## src/rtl/stream_downsizer_if.sv

```systemverilog
// stream_downsizer_if
//   Bundles the wide input stream and the narrow output stream of the
//   downsizer.
//   slave  : the downsizer's view. It consumes the s_* word stream and
//            produces the m_* beat stream.
//   master : the environment's view. It drives the s_* word stream and
//            m_ready_i, and observes s_ready_o and the m_* beat stream.
//   s_data_i  DW_OUT*SCALE  wide input word
//   s_lanes_i LW            valid lanes in the word (0 or >SCALE means SCALE)
//   s_last_i  1             word ends a packet
//   s_valid_i 1             input word valid
//   s_ready_o 1             downsizer accepts the word this cycle
//   m_data_o  DW_OUT        current output lane
//   m_last_o  1             final beat of a packet-ending word
//   m_valid_o 1             output beat valid
//   m_ready_i 1             downstream accepts the beat
interface stream_downsizer_if #(
   parameter int DW_OUT = 8,
   parameter int SCALE  = 4
);
   localparam int LW = $clog2(SCALE) + 1;

   logic [DW_OUT*SCALE-1:0] s_data_i;
   logic [LW-1:0]           s_lanes_i;
   logic                    s_last_i;
   logic                    s_valid_i;
   logic                    s_ready_o;
   logic [DW_OUT-1:0]       m_data_o;
   logic                    m_last_o;
   logic                    m_valid_o;
   logic                    m_ready_i;

   modport slave (
      input  s_data_i, s_lanes_i, s_last_i, s_valid_i, m_ready_i,
      output s_ready_o, m_data_o, m_last_o, m_valid_o
   );

   modport master (
      output s_data_i, s_lanes_i, s_last_i, s_valid_i, m_ready_i,
      input  s_ready_o, m_data_o, m_last_o, m_valid_o
   );
endinterface

```

## src/rtl/stream_downsizer.sv

```systemverilog
// stream_downsizer
//   Splits each wide stream word into up to SCALE narrow beats. Lane 0 is
//   emitted first, or the top lane when BIG_ENDIAN=1. A word may carry fewer
//   valid lanes (s_lanes_i). The packet-end flag appears on the final beat of
//   the word only.
//   clk  : rising-edge clock
//   rst  : synchronous reset, active-high
//   bus  : stream_downsizer_if.slave (s_* word input, m_* beat output)
module stream_downsizer #(
   parameter int DW_OUT     = 8,
   parameter int SCALE      = 4,
   parameter int BIG_ENDIAN = 0
) (
   input  logic                clk,
   input  logic                rst,
   stream_downsizer_if.slave   bus
);
   localparam int LW = $clog2(SCALE) + 1;
   localparam int IW = $clog2(SCALE);

   typedef enum logic {ST_EMPTY, ST_FULL} state_t;

   state_t                        state_q, state_d;
   logic [SCALE-1:0][DW_OUT-1:0]  word_q, word_d;
   logic [LW-1:0]                 n_q, n_d;
   logic                          last_q, last_d;
   logic [IW-1:0]                 idx_q, idx_d;
   logic                          rst_r_q;

   logic [LW-1:0]                 lanes_eff;
   logic [IW-1:0]                 sel;
   logic                          last_lane;
   logic                          full;
   logic                          wr, rd;
   logic                          s_ready;

   assign full      = (state_q == ST_FULL);
   assign last_lane = ({1'b0, idx_q} == n_q - LW'(1));

   // Out-of-range or zero lane counts mean a full word.
   always_comb begin
      lanes_eff = bus.s_lanes_i;
      if (bus.s_lanes_i == '0 || bus.s_lanes_i > LW'(SCALE))
         lanes_eff = LW'(SCALE);
   end

   // Partial words in big-endian mode still start from the top lane.
   assign sel = (BIG_ENDIAN != 0) ? (IW'(SCALE - 1) - idx_q) : idx_q;

   // Ready while empty, or when the final lane leaves this cycle so the next
   // word loads on the same edge (no bubble). Held off for one extra cycle
   // after reset.
   assign s_ready = !rst && !rst_r_q && (!full || (bus.m_ready_i && last_lane));

   assign wr = bus.s_valid_i && s_ready;
   assign rd = full && bus.m_ready_i;

   assign bus.s_ready_o = s_ready;
   assign bus.m_valid_o = full;
   assign bus.m_data_o  = full ? word_q[sel] : '0;
   assign bus.m_last_o  = full && last_q && last_lane;

   always_comb begin
      state_d = state_q;
      word_d  = word_q;
      n_d     = n_q;
      last_d  = last_q;
      idx_d   = idx_q;
      if (full) begin
         if (rd) begin
            if (!last_lane) begin
               idx_d = idx_q + IW'(1);
            end else begin
               idx_d = '0;
               if (wr) begin
                  word_d = bus.s_data_i;
                  n_d    = lanes_eff;
                  last_d = bus.s_last_i;
               end else begin
                  state_d = ST_EMPTY;
               end
            end
         end
      end else if (wr) begin
         word_d  = bus.s_data_i;
         n_d     = lanes_eff;
         last_d  = bus.s_last_i;
         idx_d   = '0;
         state_d = ST_FULL;
      end
   end

   always_ff @(posedge clk) begin
      if (rst) begin
         state_q <= ST_EMPTY;
         word_q  <= '0;
         n_q     <= LW'(SCALE);
         last_q  <= 1'b0;
         idx_q   <= '0;
         rst_r_q <= 1'b1;
      end else begin
         state_q <= state_d;
         word_q  <= word_d;
         n_q     <= n_d;
         last_q  <= last_d;
         idx_q   <= idx_d;
         rst_r_q <= 1'b0;
      end
   end
endmodule
```

## src/flat_wrapper.sv

```systemverilog
// flat-port wrapper written by rule: the top's interface ports become plain ports
module stream_downsizer_flat 
#(
   parameter int DW_OUT     = 8,
   parameter int SCALE      = 4,
   parameter int BIG_ENDIAN = 0
)
  (clk, rst, bus_s_data_i, bus_s_lanes_i, bus_s_last_i, bus_s_valid_i, bus_m_ready_i, bus_s_ready_o, bus_m_data_o, bus_m_last_o, bus_m_valid_o);
  stream_downsizer_if #(.DW_OUT(DW_OUT), .SCALE(SCALE)) bus_i ();
  input  logic clk;
  input  logic rst;
  input wire logic [$bits(bus_i.s_data_i)-1:0] bus_s_data_i;
  input wire logic [$bits(bus_i.s_lanes_i)-1:0] bus_s_lanes_i;
  input wire logic [$bits(bus_i.s_last_i)-1:0] bus_s_last_i;
  input wire logic [$bits(bus_i.s_valid_i)-1:0] bus_s_valid_i;
  input wire logic [$bits(bus_i.m_ready_i)-1:0] bus_m_ready_i;
  output wire logic [$bits(bus_i.s_ready_o)-1:0] bus_s_ready_o;
  output wire logic [$bits(bus_i.m_data_o)-1:0] bus_m_data_o;
  output wire logic [$bits(bus_i.m_last_o)-1:0] bus_m_last_o;
  output wire logic [$bits(bus_i.m_valid_o)-1:0] bus_m_valid_o;
  assign bus_i.s_data_i = bus_s_data_i;
  assign bus_i.s_lanes_i = bus_s_lanes_i;
  assign bus_i.s_last_i = bus_s_last_i;
  assign bus_i.s_valid_i = bus_s_valid_i;
  assign bus_i.m_ready_i = bus_m_ready_i;
  assign bus_s_ready_o = bus_i.s_ready_o;
  assign bus_m_data_o = bus_i.m_data_o;
  assign bus_m_last_o = bus_i.m_last_o;
  assign bus_m_valid_o = bus_i.m_valid_o;
  stream_downsizer #(.DW_OUT(DW_OUT), .SCALE(SCALE), .BIG_ENDIAN(BIG_ENDIAN)) u_core (.clk(clk), .rst(rst), .bus(bus_i));
endmodule
```

## config.mk

```make
export PLATFORM = sky130hd
export DESIGN_NAME = stream_downsizer_flat
export DESIGN_NICKNAME = d
export VERILOG_FILES = /design/src/rtl/stream_downsizer_if.sv /design/src/rtl/stream_downsizer.sv /design/src/flat_wrapper.sv
export SDC_FILE = /design/constraint.sdc
export NUM_CORES = 1
export LEC_CHECK = 0
export CAP_MARGIN = 20
export CORE_ASPECT_RATIO = 1.75
export CORE_MARGIN = 4
export CORE_UTILIZATION = 43
export DETAILED_ROUTE_END_ITERATION = 6
export PLACE_DENSITY_LB_ADDON = 0.3
export SLEW_MARGIN = 5
export SYNTH_ARGS = -nofsm -noshare
export SYNTH_HDL_FRONTEND = slang
export SYNTH_SLANG_ARGS = --single-unit
```

## constraint.sdc

```tcl
create_clock -name clk -period 4.1 [get_ports clk]
set_input_delay 0.82 -clock clk [delete_from_list [all_inputs] [get_ports clk]]
set_output_delay 0.82 -clock clk [all_outputs]
set_load 0.01 [all_outputs]
```

# Yosys cells after proc, flatten, opt, wreduce, memory -nomap -nowiden
# Cells that the tools add are included.
# word_totals
register_bits	40
output_inout_bits	11
inputBits	40
word_cells	57
# op_classes
magnitude_cmp	2
mux	25
n_eq_ne	3
n_addsub	2
reduce_logical	16
# op_table
op	n
32-bit two-way mux	4
8-bit binary-select mux with 2-bit select	1
8-bit two-way mux	2
3-bit two-way mux	5
1-bit two-way mux	9
2-bit two-way mux	4
1-bit logical AND	7
2-bit != test, second input constant	2
2-bit AND reduction	2
2-bit by 3-bit equality test with 1-bit output	1
3-bit > comparator, second input constant	1
1-bit zero test	3
3-bit zero test	1
2-bit by 3-bit < comparator with 1-bit output, second input constant	1
3-bit by 1-bit subtractor with 3-bit output, second input constant	1
2-bit by 1-bit adder with 2-bit output, second input constant	1
1-bit logical OR	2
2-bit nonzero test	1

# Logic depth before layout (Yosys ltp)
# depth
depth_word	10
depth_mapped	7

# Least setup slack after synthesis
# OpenSTA, ideal clock, no wires.
# synth_path
path_kind	in2out
start	input bus_m_ready_i
end	output bus_s_ready_o
path_buffers	0
slack_ns	1.609
t_required_ns	3.280
stages	3
arrival_time_ns	1.671
path_cell_list	inv_1 > o41ai_4 > nor3b_1
# synth_between
elab_chain_len	3
# synth_rtl
item	line	text
from (decl)	flat_wrapper.sv:16	input wire logic [$bits(bus_i.m_ready_i)-1:0] bus_m_ready_i;
1-bit logical AND	stream_downsizer.sv:53	assign s_ready = !rst && !rst_r_q && (!full || (bus.m_ready_i && last_lane));
1-bit logical OR	stream_downsizer.sv:53	
1-bit logical AND	stream_downsizer.sv:53	
to (decl)	flat_wrapper.sv:17	output wire logic [$bits(bus_i.s_ready_o)-1:0] bus_s_ready_o;
# No other way between the ends.

# Final worst setup path
# Same ends and word-level chain as after synthesis.

==> results.cfg <==
[drt]
dr.pass1.iters = 4
drcViolationCount = 0
drtIter0Drc = 14
wirelength_um = 3870
route.detailed.wl_per_inst_um = 14.3
via_per_inst = 4.97
via_count = 1348
ant_nets = 0

[timing]
slew_viol_final = 0
tns_ps = 0
hold_viol = 0
finalCritPeriodShare_pct = 85.1
rsz0062_at_grt = no
setup_viol = 0
clock_skew_ps = 5.84
min_period_ps = 3490
fmax_ghz = 0.287
worst_slew_pin_slew_ps = 653
relSlewSlack_pct = 56.5

[cts]
cts.sinks = 40
cts_inserted_buffers = 5
htreeDepth = 2
clk_latency_ps = 290
clockBufferDepth = 2
ctsResizeCount = 0
root_buffer = clkbuf_8
cts_tree = built
path_clk_slew_ps = 70
hold_buffers = 0
post_cts_buffers = 0

[worst_setup_path]
critical_path_class = input pin to output pin
endpoint_kind = output pin
slowest_stage = clkdlybuf4s50_1
critPathTopFamily = buffers and inverters
rr_endpoint = u_core.word_q[14]$_SDFFE_PP0P_
r2r_start = u_core.idx_q[0]$_SDFFE_PP0P_
crit_cells = 5
critPathMaxFanout = 4
cp.arrival_ps = 2670
critPathMaxStageDelay_ps = 570
crit_path_cell_trace = clkdlybuf4s50_1 -> inv_1 -> o41ai_4 -> nor3b_1 -> clkdlybuf4s50_1
r2r_slack_ps = 1680
crit_buf_inv = 3
cp.required_ps = 3280
cp-start-kind = input pin
cp-endpoint = bus_s_ready_o
critPathLaunch = bus_m_ready_i
r2r_cells = 4
crit_top_cell = clkdlybuf4s50_1

[floorplan]
die-width_um = 60.0
dieArea_um2 = 5940
row_count = 32
fp.dieH_um = 99.0
io-pin-count = 51
start_util_pct = 45.3
core-area_um2 = 4480

[synthesis]
ys_ff_latch = 40
ys_types = 29
syn_area_per_cell_um2 = 12.0
syn_area_um2 = 2030
yosys_warnings = 0
synth-seq-area-share_pct = 39.4
synthArstFlopShare_pct = 0
synth-edff-count = 0
ys.flop_type = dfxtp_1
synth_nets = 211
syn_inst = 169

[finish]
multiInputGateArea_um2 = 1160
final_util_pct = 59.5
fillers = 374
final_cell_mix = clkdlybuf4s50_1 (50), dfxtp_1 (40), nor2b_1 (33)
synthToLayoutAreaGrowth_pct = 31.1
fin_nets = 261
final_common_cell = clkdlybuf4s50_1
drive_gt1_share_pct = 24.5
antenna-diode-count = 0
final-seq-area_um2 = 801

[pwr]
seqPwrFrac_pct = 49.3
p_sw_share_pct = 21.3
total_power_uw = 859
p_clk_share_pct = 36.1
power_density_nw_per_um2 = 322
switchingPower_uw = 183
internal_power_uw = 676
p_leak_nw = 1.13
pwr-share-comb_pct = 14.5
ir_drop_mv = 0.301

[placed_design]
dp_hpwl_um = 2670
port_buffers = 50
place.gp.congestion = 0.707

[global_route]
grt.total_usage_pct = 14.0
antenna_found_initial = 0
grt_overflow = 0
grt_pass1_vias = 1432
grt_max_degree = 37
grt_pass1_wl_um = 6370

[min_path]
hold_path_startpoint = u_core.n_q[1]$_SDFFE_PP0P_
hp-class = flop to flop

[status]
status = finished, final reports clean

[flow_run]
cap_violations = 0
## logic make-up after synthesis
logic type,count (synthesis),synth area share (%)
AOI/OAI and AO/OA,4,2.40
DFF,40,39.4
adders and majority gates,2,1.23
buffers and inverters,14,3.75
and+or+nand+nor,61,17.9
muxes,44,33.6
xor gates and xnor gates,4,1.72
## area by class of cell
class                      count  area share (%)
multi-input combinational    115            43.4
clock buffer                   6            2.72
timing repair buffer          53            19.6
sequential                    40            30.0
inverter                       4           0.563
tap                           51            2.39
clock inverter                 2            1.31
## stage by stage
step | cell area, µm² | hold slack, ps | cells | setup slack, ps
after CTS | 2670 | 483 | 271 | 588
after detailed placement | 2560 | 471 | 263 | 593
after floorplan | 2030 | 452 | 169 | 1610
after global placement | 2560 | 464 | 263 | 643
after global routing | 2670 | 526 | 271 | 463
final | 2670 | 481 | 271 | 613
## per-layer routing
layer	share of wire, %	global-route usage, %	up-vias
met4	1.4	4.61	0
met5	0	0	-
li1	-	-	675
met3	5.2	4.06	5
met1	42	16.4	637
met2	52	23.7	31
## worst min-delay path, cell delays in order (launching register included)
cell,delay (ps)
dfxtp_1,310
nand2b_1,70
mux2i_1,60
## worst min path at each step
stage | end | slack, ps | depth (start not counted)
final | u_core.n_q[1]$_SDFFE_PP0P_ | 480 | 2
after CTS | u_core.n_q[1]$_SDFFE_PP0P_ | 480 | 2
after detailed placement | u_core.n_q[1]$_SDFFE_PP0P_ | 470 | 2
after floorplan | u_core.n_q[1]$_SDFFE_PP0P_ | 450 | 2
after global placement | u_core.n_q[1]$_SDFFE_PP0P_ | 460 | 2
after global routing | u_core.n_q[1]$_SDFFE_PP0P_ | 530 | 2
## sequential cells by signal, summed over array words and instances (netlist names)
| signal | flops |
|---|---|
| u_core.word_q | 32 |
| u_core.n_q | 3 |
| u_core.idx_q | 2 |
| u_core.bus.m_valid_o | 1 |
| u_core.last_q | 1 |
| u_core.rst_r_q | 1 |
## power by group through the flow
stage          Sequential, mW  Combinational (mW)  Clock (mW)
6_report                0.424               0.125       0.311
3_5_place_dp            0.433               0.126           0
4_1_cts                 0.424               0.127       0.321
2_1_floorplan           0.425              0.0763           0
5_1_grt                 0.427               0.135       0.338
3_3_place_gp            0.433               0.125           0
## synth_stat cells, types with 3 or more instances
master	n	area share, %
nand2b_1	3	0.92
mux2_2	6	3.3
mux2_4	27	20
nor2b_1	33	10
dfxtp_1	40	39
nand2_1	4	0.74
and2_1	8	2.5
mux2i_1	3	1.5
inv_1	4	0.74
buf_6	3	1.7
mux4_2	8	8.9
nor2_1	5	0.92
clkbuf_1	5	0.92
Note: power is estimated with default switching activity, not from simulation.
